**src/rtl/mem_arb_pkg.sv**
```systemverilog
// rtl/mem_arb_pkg.sv - shared types and constants for the memory arbiter
package mem_arb_pkg;

    typedef enum logic [1:0] {
        IDLE = 2'd0,
        WAIT = 2'd1,
        DONE = 2'd2
    } arb_state_t;

    typedef enum logic {
        OWN_I = 1'b0,
        OWN_D = 1'b1
    } arb_owner_t;

    localparam logic [31:0] NOP_INSTR = 32'h00000013;

endpackage

```
**src/rtl/mem_arb_watchdog.sv**
```systemverilog
// rtl/mem_arb_watchdog.sv - counts WAIT cycles and flags an unacknowledged access
module mem_arb_watchdog #(
    parameter int TIMEOUT_CYCLES = 64
) (
    input  logic clk,
    input  logic reset,
    input  logic clr,
    input  logic en,
    output logic timeout
);

    localparam int CW = $clog2(TIMEOUT_CYCLES + 1);

    logic [CW-1:0] wd_cnt_q;
    logic [CW-1:0] wd_cnt_d;

    always_comb begin
        wd_cnt_d = wd_cnt_q;
        if (clr) begin
            wd_cnt_d = '0;
        end else if (en) begin
            wd_cnt_d = wd_cnt_q + 1'b1;
        end
    end

    always_ff @(posedge clk or negedge reset) begin
        if (!reset) begin
            wd_cnt_q <= '0;
        end else begin
            wd_cnt_q <= wd_cnt_d;
        end
    end

    // Fires on the last permitted WAIT cycle so the FSM can terminate on this edge.
    assign timeout = en && (wd_cnt_q == CW'(TIMEOUT_CYCLES - 1));

endmodule

```
**src/rtl/mem_arbiter.sv**
```systemverilog
// rtl/mem_arbiter.sv - fetch/data arbiter for one variable-latency memory port
module mem_arbiter
    import mem_arb_pkg::*;
#(
    parameter int                ADDR_W         = 32,
    parameter int                DATA_W         = 32,
    parameter int                MAX_D_BURST    = 4,
    parameter int                TIMEOUT_CYCLES = 64,
    parameter logic [DATA_W-1:0] ERR_DATA       = 32'hDEADBEEF
) (
    input  logic              clk,
    input  logic              reset,
    input  logic              i_req,
    input  logic [ADDR_W-1:0] i_addr,
    output logic [DATA_W-1:0] i_rdata,
    output logic              i_ready,
    input  logic              d_r,
    input  logic              d_w,
    input  logic [ADDR_W-1:0] d_addr,
    input  logic [DATA_W-1:0] d_wdata,
    output logic [DATA_W-1:0] d_rdata,
    output logic              d_ready,
    output logic              mem_req,
    output logic              mem_we,
    output logic [ADDR_W-1:0] mem_addr,
    output logic [DATA_W-1:0] mem_wdata,
    input  logic [DATA_W-1:0] mem_rdata,
    input  logic              mem_ack,
    output logic              core_stall,
    output logic              bus_err
);

    localparam int BW = $clog2(MAX_D_BURST + 1);
    localparam logic [BW-1:0] BURST_MAX = BW'(MAX_D_BURST);

    arb_state_t        state_q,     state_d;
    arb_owner_t        owner_q,     owner_d;
    logic              mem_req_q,   mem_req_d;
    logic              mem_we_q,    mem_we_d;
    logic [ADDR_W-1:0] mem_addr_q,  mem_addr_d;
    logic [DATA_W-1:0] mem_wdata_q, mem_wdata_d;
    logic [DATA_W-1:0] i_rdata_q,   i_rdata_d;
    logic [DATA_W-1:0] d_rdata_q,   d_rdata_d;
    logic              i_ready_q,   i_ready_d;
    logic              d_ready_q,   d_ready_d;
    logic              bus_err_q,   bus_err_d;
    logic [BW-1:0]     burst_cnt_q, burst_cnt_d;

    logic              d_req;
    logic              wd_clr;
    logic              wd_en;
    logic              wd_timeout;
    logic [DATA_W-1:0] rd_val;

    mem_arb_watchdog #(
        .TIMEOUT_CYCLES(TIMEOUT_CYCLES)
    ) u_watchdog (
        .clk    (clk),
        .reset  (reset),
        .clr    (wd_clr),
        .en     (wd_en),
        .timeout(wd_timeout)
    );

    assign d_req = d_r | d_w;
    assign rd_val = mem_ack ? mem_rdata : ERR_DATA;

    always_comb begin
        state_d     = state_q;
        owner_d     = owner_q;
        mem_req_d   = mem_req_q;
        mem_we_d    = mem_we_q;
        mem_addr_d  = mem_addr_q;
        mem_wdata_d = mem_wdata_q;
        i_rdata_d   = i_rdata_q;
        d_rdata_d   = d_rdata_q;
        i_ready_d   = 1'b0;
        d_ready_d   = 1'b0;
        bus_err_d   = bus_err_q;
        burst_cnt_d = burst_cnt_q;
        wd_clr      = 1'b0;
        wd_en       = 1'b0;

        unique case (state_q)
            IDLE: begin
                // Data wins unless it has used its burst allowance while a fetch waits.
                if (d_req && ((burst_cnt_q < BURST_MAX) || !i_req)) begin
                    owner_d     = OWN_D;
                    mem_addr_d  = d_addr;
                    mem_wdata_d = d_wdata;
                    mem_we_d    = d_w;
                    mem_req_d   = 1'b1;
                    state_d     = WAIT;
                    if (i_req) begin
                        burst_cnt_d = (burst_cnt_q == BURST_MAX) ? burst_cnt_q
                                                                 : burst_cnt_q + 1'b1;
                    end else begin
                        burst_cnt_d = '0;
                    end
                end else if (i_req) begin
                    owner_d     = OWN_I;
                    mem_addr_d  = i_addr;
                    mem_wdata_d = d_wdata;
                    mem_we_d    = 1'b0;
                    mem_req_d   = 1'b1;
                    state_d     = WAIT;
                    burst_cnt_d = '0;
                end
            end
            WAIT: begin
                wd_en = 1'b1;
                if (mem_ack || wd_timeout) begin
                    mem_req_d = 1'b0;
                    state_d   = DONE;
                    if (!mem_we_q) begin
                        if (owner_q == OWN_D) begin
                            d_rdata_d = rd_val;
                        end else begin
                            i_rdata_d = rd_val;
                        end
                    end
                    if (!mem_ack) begin
                        bus_err_d = 1'b1;
                    end
                    if (owner_q == OWN_D) begin
                        d_ready_d = 1'b1;
                    end else begin
                        i_ready_d = 1'b1;
                    end
                end
            end
            DONE: begin
                wd_clr  = 1'b1;
                state_d = IDLE;
            end
            default: begin
                state_d = IDLE;
            end
        endcase
    end

    always_ff @(posedge clk or negedge reset) begin
        if (!reset) begin
            state_q     <= IDLE;
            owner_q     <= OWN_I;
            mem_req_q   <= 1'b0;
            mem_we_q    <= 1'b0;
            mem_addr_q  <= '0;
            mem_wdata_q <= '0;
            i_rdata_q   <= DATA_W'(NOP_INSTR);
            d_rdata_q   <= '0;
            i_ready_q   <= 1'b0;
            d_ready_q   <= 1'b0;
            bus_err_q   <= 1'b0;
            burst_cnt_q <= '0;
        end else begin
            state_q     <= state_d;
            owner_q     <= owner_d;
            mem_req_q   <= mem_req_d;
            mem_we_q    <= mem_we_d;
            mem_addr_q  <= mem_addr_d;
            mem_wdata_q <= mem_wdata_d;
            i_rdata_q   <= i_rdata_d;
            d_rdata_q   <= d_rdata_d;
            i_ready_q   <= i_ready_d;
            d_ready_q   <= d_ready_d;
            bus_err_q   <= bus_err_d;
            burst_cnt_q <= burst_cnt_d;
        end
    end

    assign mem_req    = mem_req_q;
    assign mem_we     = mem_we_q;
    assign mem_addr   = mem_addr_q;
    assign mem_wdata  = mem_wdata_q;
    assign i_rdata    = i_rdata_q;
    assign d_rdata    = d_rdata_q;
    assign i_ready    = i_ready_q;
    assign d_ready    = d_ready_q;
    assign bus_err    = bus_err_q;
    assign core_stall = (i_req & ~i_ready_q) | (d_req & ~d_ready_q);

endmodule

```
**config.mk**
```make
export PLATFORM = sky130hd
export DESIGN_NAME = mem_arbiter
export DESIGN_NICKNAME = d
export VERILOG_FILES = /design/src/rtl/mem_arb_pkg.sv /design/src/rtl/mem_arb_watchdog.sv /design/src/rtl/mem_arbiter.sv
export SDC_FILE = /design/constraint.sdc
export NUM_CORES = 1
export LEC_CHECK = 0
export CORE_MARGIN = 4
export CORE_UTILIZATION = 60
export CTS_CLUSTER_DIAMETER = 40
export DETAILED_ROUTE_END_ITERATION = 8
export DONT_BUFFER_PORTS = 1
export PLACE_DENSITY = 0.77
export SLEW_MARGIN = 40
export SYNTH_ARGS = -nofsm -noshare
export SYNTH_HDL_FRONTEND = slang
export SYNTH_SLANG_ARGS = --single-unit
```
**constraint.sdc**
```tcl
create_clock -name clk -period 2.3 [get_ports clk]
set_clock_uncertainty 0.1 [all_clocks]
set_input_delay 0.46 -clock clk [delete_from_list [all_inputs] [get_ports clk]]
set_output_delay 0.46 -clock clk [all_outputs]
set_load 0.01 [all_outputs]
```
==> flow_metrics.tcl, run 1 <==
set metrics [dict create \
    routed-wl-met3_um 1503 \
    report.final.slew_viol_count 0 \
    grt_pass1_wl_um 26220 \
    drt_iter0_drc 492 \
    reg2reg_to "mem_req" \
    r2r_cells 5 \
    tightest_slew_ns 0.7779 \
    yosysSeqAreaShare_pct 56.99 \
    h-tree-depth 4 \
    fmax_ghz 0.4681 \
    cap_violations 0 \
    setup_viol 0 \
    grt_max_degree 147 \
    synthCells 564 \
    startpoint_type "flip-flop" \
    grt_use_total_pct 26.31 \
    finalWirelength_um 16090 \
    irDropWorstVdd_uv 851.1 \
    area_growth_pct 16.01 \
    fill_cells 725 \
    drive_gt1_share_pct 13.91 \
    slowest_stage "nor4b_1" \
    ff2ff_setup_slack_ns 0.16 \
    timing.slew.headroom_pct 47.41 \
    seq_area_mm2 0.003657 \
    wl_met1_um 5795 \
    power.density_mw_per_mm2 1559 \
    die_y_um 111.4 \
    dpl_cell_area_mm2 0.006482 \
    die_w_um 111.4 \
    wl_met2_um 8526 \
    multi_input_area_mm2 0.002317 \
    grt_pass1_vias 4861 \
    critPathCaptureType "flip-flop" \
    synth_top_cell_by_area "dfrtp_1" \
    async_flop_share_pct 100.0 \
    avgViaCountPerCell 6.116 \
    postLayoutCellArea_mm2 0.007445 \
    cts-root-buf "clkbuf_8" \
    synth_cell_types 49 \
    yosys_warnings 0 \
    drc 0 \
    finalCriticalPeriod_ns 2.136 \
    drtAntennaViolNets 0 \
    ys_ff_latch 146 \
    hold_class "in2async" \
    grt.overflow.total 0 \
    ys_top_cells_by_area "dfrtp_1 (56%), mux2_2 (5.8%), mux2i_1 (5.1%), o22ai_1 (4.8%), a21oi_1 (4.0%)" \
    ioPinCount 268 \
    core_mm2 0.01037 \
    critPathLaunch "state_q[0]" \
    cts_buffers 17 \
    cts_buffer_depth 2 \
    path_cells "inv_1 > ha_1 > nor4b_1 > a211oi_1 > a221oi_2" \
    worstSkewPairLatency_ns 0.51 \
    routabilityCongestion 0.8068 \
    vias 4526 \
    hold_ws_ns -0.4590 \
    worstPathMaxFanout 5 \
    drt_pass1_iterations 4 \
    crit_path_max_incr_delay_ns 0.68 \
    wl_per_cell_um 21.74 \
    fp.dieArea_mm2 0.01241 \
    io_buffers 0 \
    crit_type "reg2reg" \
    cts_setup_buffers 0 \
    place_hpwl_um 10830 \
    violations "negative hold slack" \
    status "finished, violations left" \
    rows 37 \
    yosysTopAreaCellShare_pct 55.76 \
    route.top_layer_used "met4" \
    synth-edff-count 0 \
    fin_setup_tns_ns 0 \
    worstSetupEndpoint "mem_req" \
    antenna_cells 0 \
    clk_pin_slew_worst_paths_ns 0.06 \
    cp_data_arrival_time_ns 2.46 \
    timing.rr.start "state_q[0]" \
    final_nets 733 \
    start_util_pct 61.88 \
    synth_flop_cell "dfrtp_1" \
    cts_hold_buf 34 \
    hold_viol_final 146 \
    crit_required_ns 2.62 \
    syn-num-nets 704 \
    cts_tree "built" \
    leakagePower_nw 3.194 \
    syn_area_per_cell_um2 11.38 \
    synthesis.area_mm2 0.006417 \
    rsz0062_at_grt "no" \
    cts_resized 0 \
    grt_antenna_before_repair 0 \
    cts.sinks 146 \
    period_share_pct 92.88 \
]
-- report_power, final --
group	internal, mW	switching, mW	total, mW
clock network	1.84	1.01	2.85
logic	1.64	1.60	3.24
registers	3.81	1.70	5.51
-- state kept, by name (all words and copies together), names as in the netlist, 2 cells and up --
name / flops
d_rdata: 32
mem_wdata: 32
burst_cnt_q: 3
state_q: 2
u_watchdog.wd_cnt_q: 7
i_rdata: 32
mem_addr: 32
-- stage by stage --
| step | setup WS [ns] | power, mW | utilization [%] | cells | hold WS, ns |
|---|---|---|---|---|---|
| floorplan | 0.5906 | 7.810 | - | 564 | 0.06441 |
| global placement | 0.2002 | 8.417 | 62.51 | 675 | 0.06751 |
| detailed placement | 0.1532 | 8.688 | 62.51 | 675 | 0.06789 |
| CTS | 0.1452 | 11.63 | 71.72 | 739 | -0.4848 |
| global route | 0.05892 | 12.36 | 71.79 | 740 | -0.4939 |
| finish | 0.1639 | 11.61 | 71.79 | 740 | -0.4590 |
-- critical path: cells and delay by family (launching register included) --
family                     cells  cell delay (ns)
buffers and inverters          1             0.10
and+or+nand+nor                1             0.68
AOI/OAI and AO/OA              2             0.48
adders and majority gates      1             0.29
DFF                            1             0.40
-- layout make-up --
class                           instances  share of cell area, %
Multi-Input combinational cell        325                  31.13
Sequential cell                       146                  49.13
Inverter                               56                  2.824
Tap cell                              136                  2.286
Clock buffer                           21                  6.168
Clock inverter                          9                  2.084
Timing Repair Buffer                   47                  6.387
-- cell families after synthesis --
| kind of cell | share of synthesized area, % |
|---|---|
| AOI/OAI and AO/OA | 18.27 |
| xor gates and xnor gates | 0.1365 |
| adders and majority gates | 1.170 |
| buffers and inverters | 7.116 |
| DFF | 56.99 |
| and+or+nand+nor | 5.381 |
| muxes | 10.94 |
-- synthesized netlist by cell type, types with 2 or more instances --
cell and n:
a21o_1 16, a21oi_1 51, a22o_1 20, buf_2 17, buf_6 11, clkbuf_1 7
dfrtp_1 143, dfstp_2 3, ha_1 6, inv_1 56, mux2_2 33, mux2i_1 33
nand2_1 38, nand2b_1 2, nand3b_1 2, nand4_1 2, nand4b_1 2, nor2_1 5
nor2b_1 2, nor3b_1 2, o21ai_0 37, o22ai_1 49
-- cells in the final DEF, fill, tap and decap left out, types with 4 or more instances in the layout --
cell type	n
clkbuf_8	4
mux2_2	33
o21ai_0	37
dlygate4sd3_1	34
ha_1	6
bufinv_16	4
dfrtp_1	143
nor2_1	5
buf_4	10
o22ai_1	49
a21o_1	16
mux2i_1	33
a21oi_1	51
a22o_1	20
inv_1	56
nand2_1	38
clkbuf_16	16
-- how the worst min path moves through the flow --
stage                      from              to  slack [ns]
after floorplan           reset  burst_cnt_q[0]        0.06
after global placement    reset     d_rdata[10]        0.07
after detailed placement  reset      d_rdata[5]        0.07
after CTS                 reset    mem_addr[24]       -0.48
after global routing      reset     d_rdata[31]       -0.49
final                     reset      d_rdata[5]       -0.46
-- metal layers --
layer / up-vias / GRT usage, %
li1: 2057 / -
met1: 2224 / 30.97
met2: 222 / 44.67
met3: 23 / 10.22
met4: 0 / 8.354
met5: - / 0
No activity file was read; power rests on OpenSTA's default activity.
==> run 2, diff against run 1 <==
--- a/config.mk
+++ b/config.mk
@@ -5,7 +5,7 @@
 export SDC_FILE = /design/constraint.sdc
 export NUM_CORES = 1
 export LEC_CHECK = 0
-export CORE_MARGIN = 4
+export CORE_MARGIN = 1.5
 export CORE_UTILIZATION = 60
 export CTS_CLUSTER_DIAMETER = 40
 export DETAILED_ROUTE_END_ITERATION = 8
==> run 2 against run 1 <==
Against the previous run: the run still ends with negative hold slack left; critical endpoint unchanged; register-to-register slack is essentially flat; first-iteration DRC count decreased by 16%; critical path depth unchanged; clock power down 11%; fmax grew 0.44%; die area is 8.8% lower; count of clock-buffer cells in the layout up 1; sequential power hardly changed; final area shrank 0.76%; final cell count grew 0.27%; non-clock buffer count unchanged; sequential cell count is the same.
==> flow_metrics.tcl, run 2 (synthesis gave the netlist of run 1 again) <==
set metrics [dict create \
    status "finished, violations left" \
    violations "negative hold slack" \
    grt_pass1_wl_um 23440 \
    period_share_pct 92.47 \
    cts-root-buf "clkbuf_8" \
    hold_class "in2async" \
    cts_tree "built" \
    start_util_pct 61.88 \
    drtAntennaViolNets 0 \
    cts_setup_buffers 0 \
    grt_max_degree 147 \
    cts_buffers 17 \
    die_w_um 106.4 \
    die_y_um 106.4 \
    power.density_mw_per_mm2 1528 \
    timing.slew.headroom_pct 49.64 \
    rows 37 \
    worstPathMaxFanout 5 \
    h-tree-depth 4 \
    report.final.slew_viol_count 0 \
    irDropWorstVdd_uv 771.8 \
    vias 4424 \
    post_layout_nonfiller_instances 742 \
    grt.overflow.total 0 \
    ioPinCount 268 \
    fin_setup_tns_ns 0 \
    worstSkewPairLatency_ns 0.50 \
    dpl_cell_area_mm2 0.006494 \
    finalCriticalPeriod_ns 2.127 \
    drc 0 \
    ff2ff_setup_slack_ns 0.17 \
    dpl.cell_count 676 \
    clk_pin_slew_worst_paths_ns 0.06 \
    routabilityCongestion 0.8161 \
    grt_use_total_pct 26.86 \
    cts_resized 0 \
    hold_viol_final 146 \
    crit_type "reg2reg" \
    startpoint_type "flip-flop" \
    fmax_ghz 0.4702 \
    grt_pass1_vias 4570 \
    postLayoutCellArea_mm2 0.007388 \
    drt_pass1_iterations 5 \
    final_nets 733 \
    drive_gt1_share_pct 13.86 \
    critPathCaptureType "flip-flop" \
    fill_cells 716 \
    cts_buffer_depth 2 \
    io_buffers 0 \
    cap_violations 0 \
    tightest_slew_ns 0.7448 \
    antenna_cells 0 \
    path_delay_family "simple AND/OR/NAND/NOR gates" \
    grt_antenna_before_repair 0 \
    crit_required_ns 2.61 \
    core_mm2 0.01037 \
    fp.dieArea_mm2 0.01133 \
    finalWirelength_um 15150 \
    crit_buf_inv 1 \
    cts.sinks 146 \
    setup_viol 0 \
    wl_per_cell_um 20.41 \
    leakagePower_nw 3.145 \
    crit_path_max_incr_delay_ns 0.65 \
    rsz0062_at_grt "no" \
    slowest_stage "nor4b_1" \
    area_growth_pct 15.13 \
    place_hpwl_um 10020 \
    path_cells "inv_1 > ha_1 > nor4b_1 > a211oi_1 > a221oi_2" \
    avgViaCountPerCell 5.962 \
    cp_data_arrival_time_ns 2.44 \
    drt_iter0_drc 411 \
    layout_commonest_cell "dfrtp_1" \
    final_cell_mix "dfrtp_1 (143), inv_1 (56), a21oi_1 (51), o22ai_1 (49), nand2_1 (38)" \
    hold_ws_ns -0.4461 \
]
## run 2: report_power, final
group	internal (mW)	total [mW]	switching (mW)
Sequential	3.81	5.49	1.68
Clock	1.50	2.55	1.05
Combinational	1.66	3.24	1.59
## run 2: path summary, 6_finish.rpt
kind,from,to,cells after the start
worst min-delay path,reset,d_rdata[2],0
max in group asynchronous,reset,i_rdata[4],0
worst max register to register,state_q[0],mem_req,5
min in group clk,mem_rdata[25],i_rdata[25],2
worst max-delay path,state_q[0],mem_req,5
worst min register to register,i_rdata[0],i_rdata[0],2
## run 2: final cells by class
class	instances	area (µm²)	area share, %
Inverter	56	210.2	2.845
Clock inverter	10	101.3	1.372
Sequential cell	146	3657	49.50
Tap cell	136	170.2	2.303
Clock buffer	22	452.9	6.130
Multi-Input combinational cell	325	2317	31.36
Timing Repair Buffer	47	479.2	6.486
## run 2: timing repair
item | 4_1_cts | 5_1_grt
hold buffers | 32 | 2
endpoints found under the hold margin | 178 | 148
setup endpoints to repair | 0 | 0
## run 2: through the flow
stage / worst slack, ns / power, mW / utilization [%]
floorplan: 0.5906 / 7.810 / -
global placement: 0.07662 / 8.377 / 62.44
detailed placement: 0.1946 / 8.661 / 62.62
CTS: 0.1661 / 11.28 / 71.05
global route: 0.06940 / 12.01 / 71.25
finish: 0.1732 / 11.29 / 71.25
## run 2: layer usage
metal / global-route usage (%) / wire [µm] / vias up
met5: 0 / 0 / -
met4: 9.333 / 179 / 0
met3: 9.810 / 1237 / 14
met2: 46.04 / 7976 / 185
met1: 31.09 / 5753 / 2164
li1: - / - / 2061
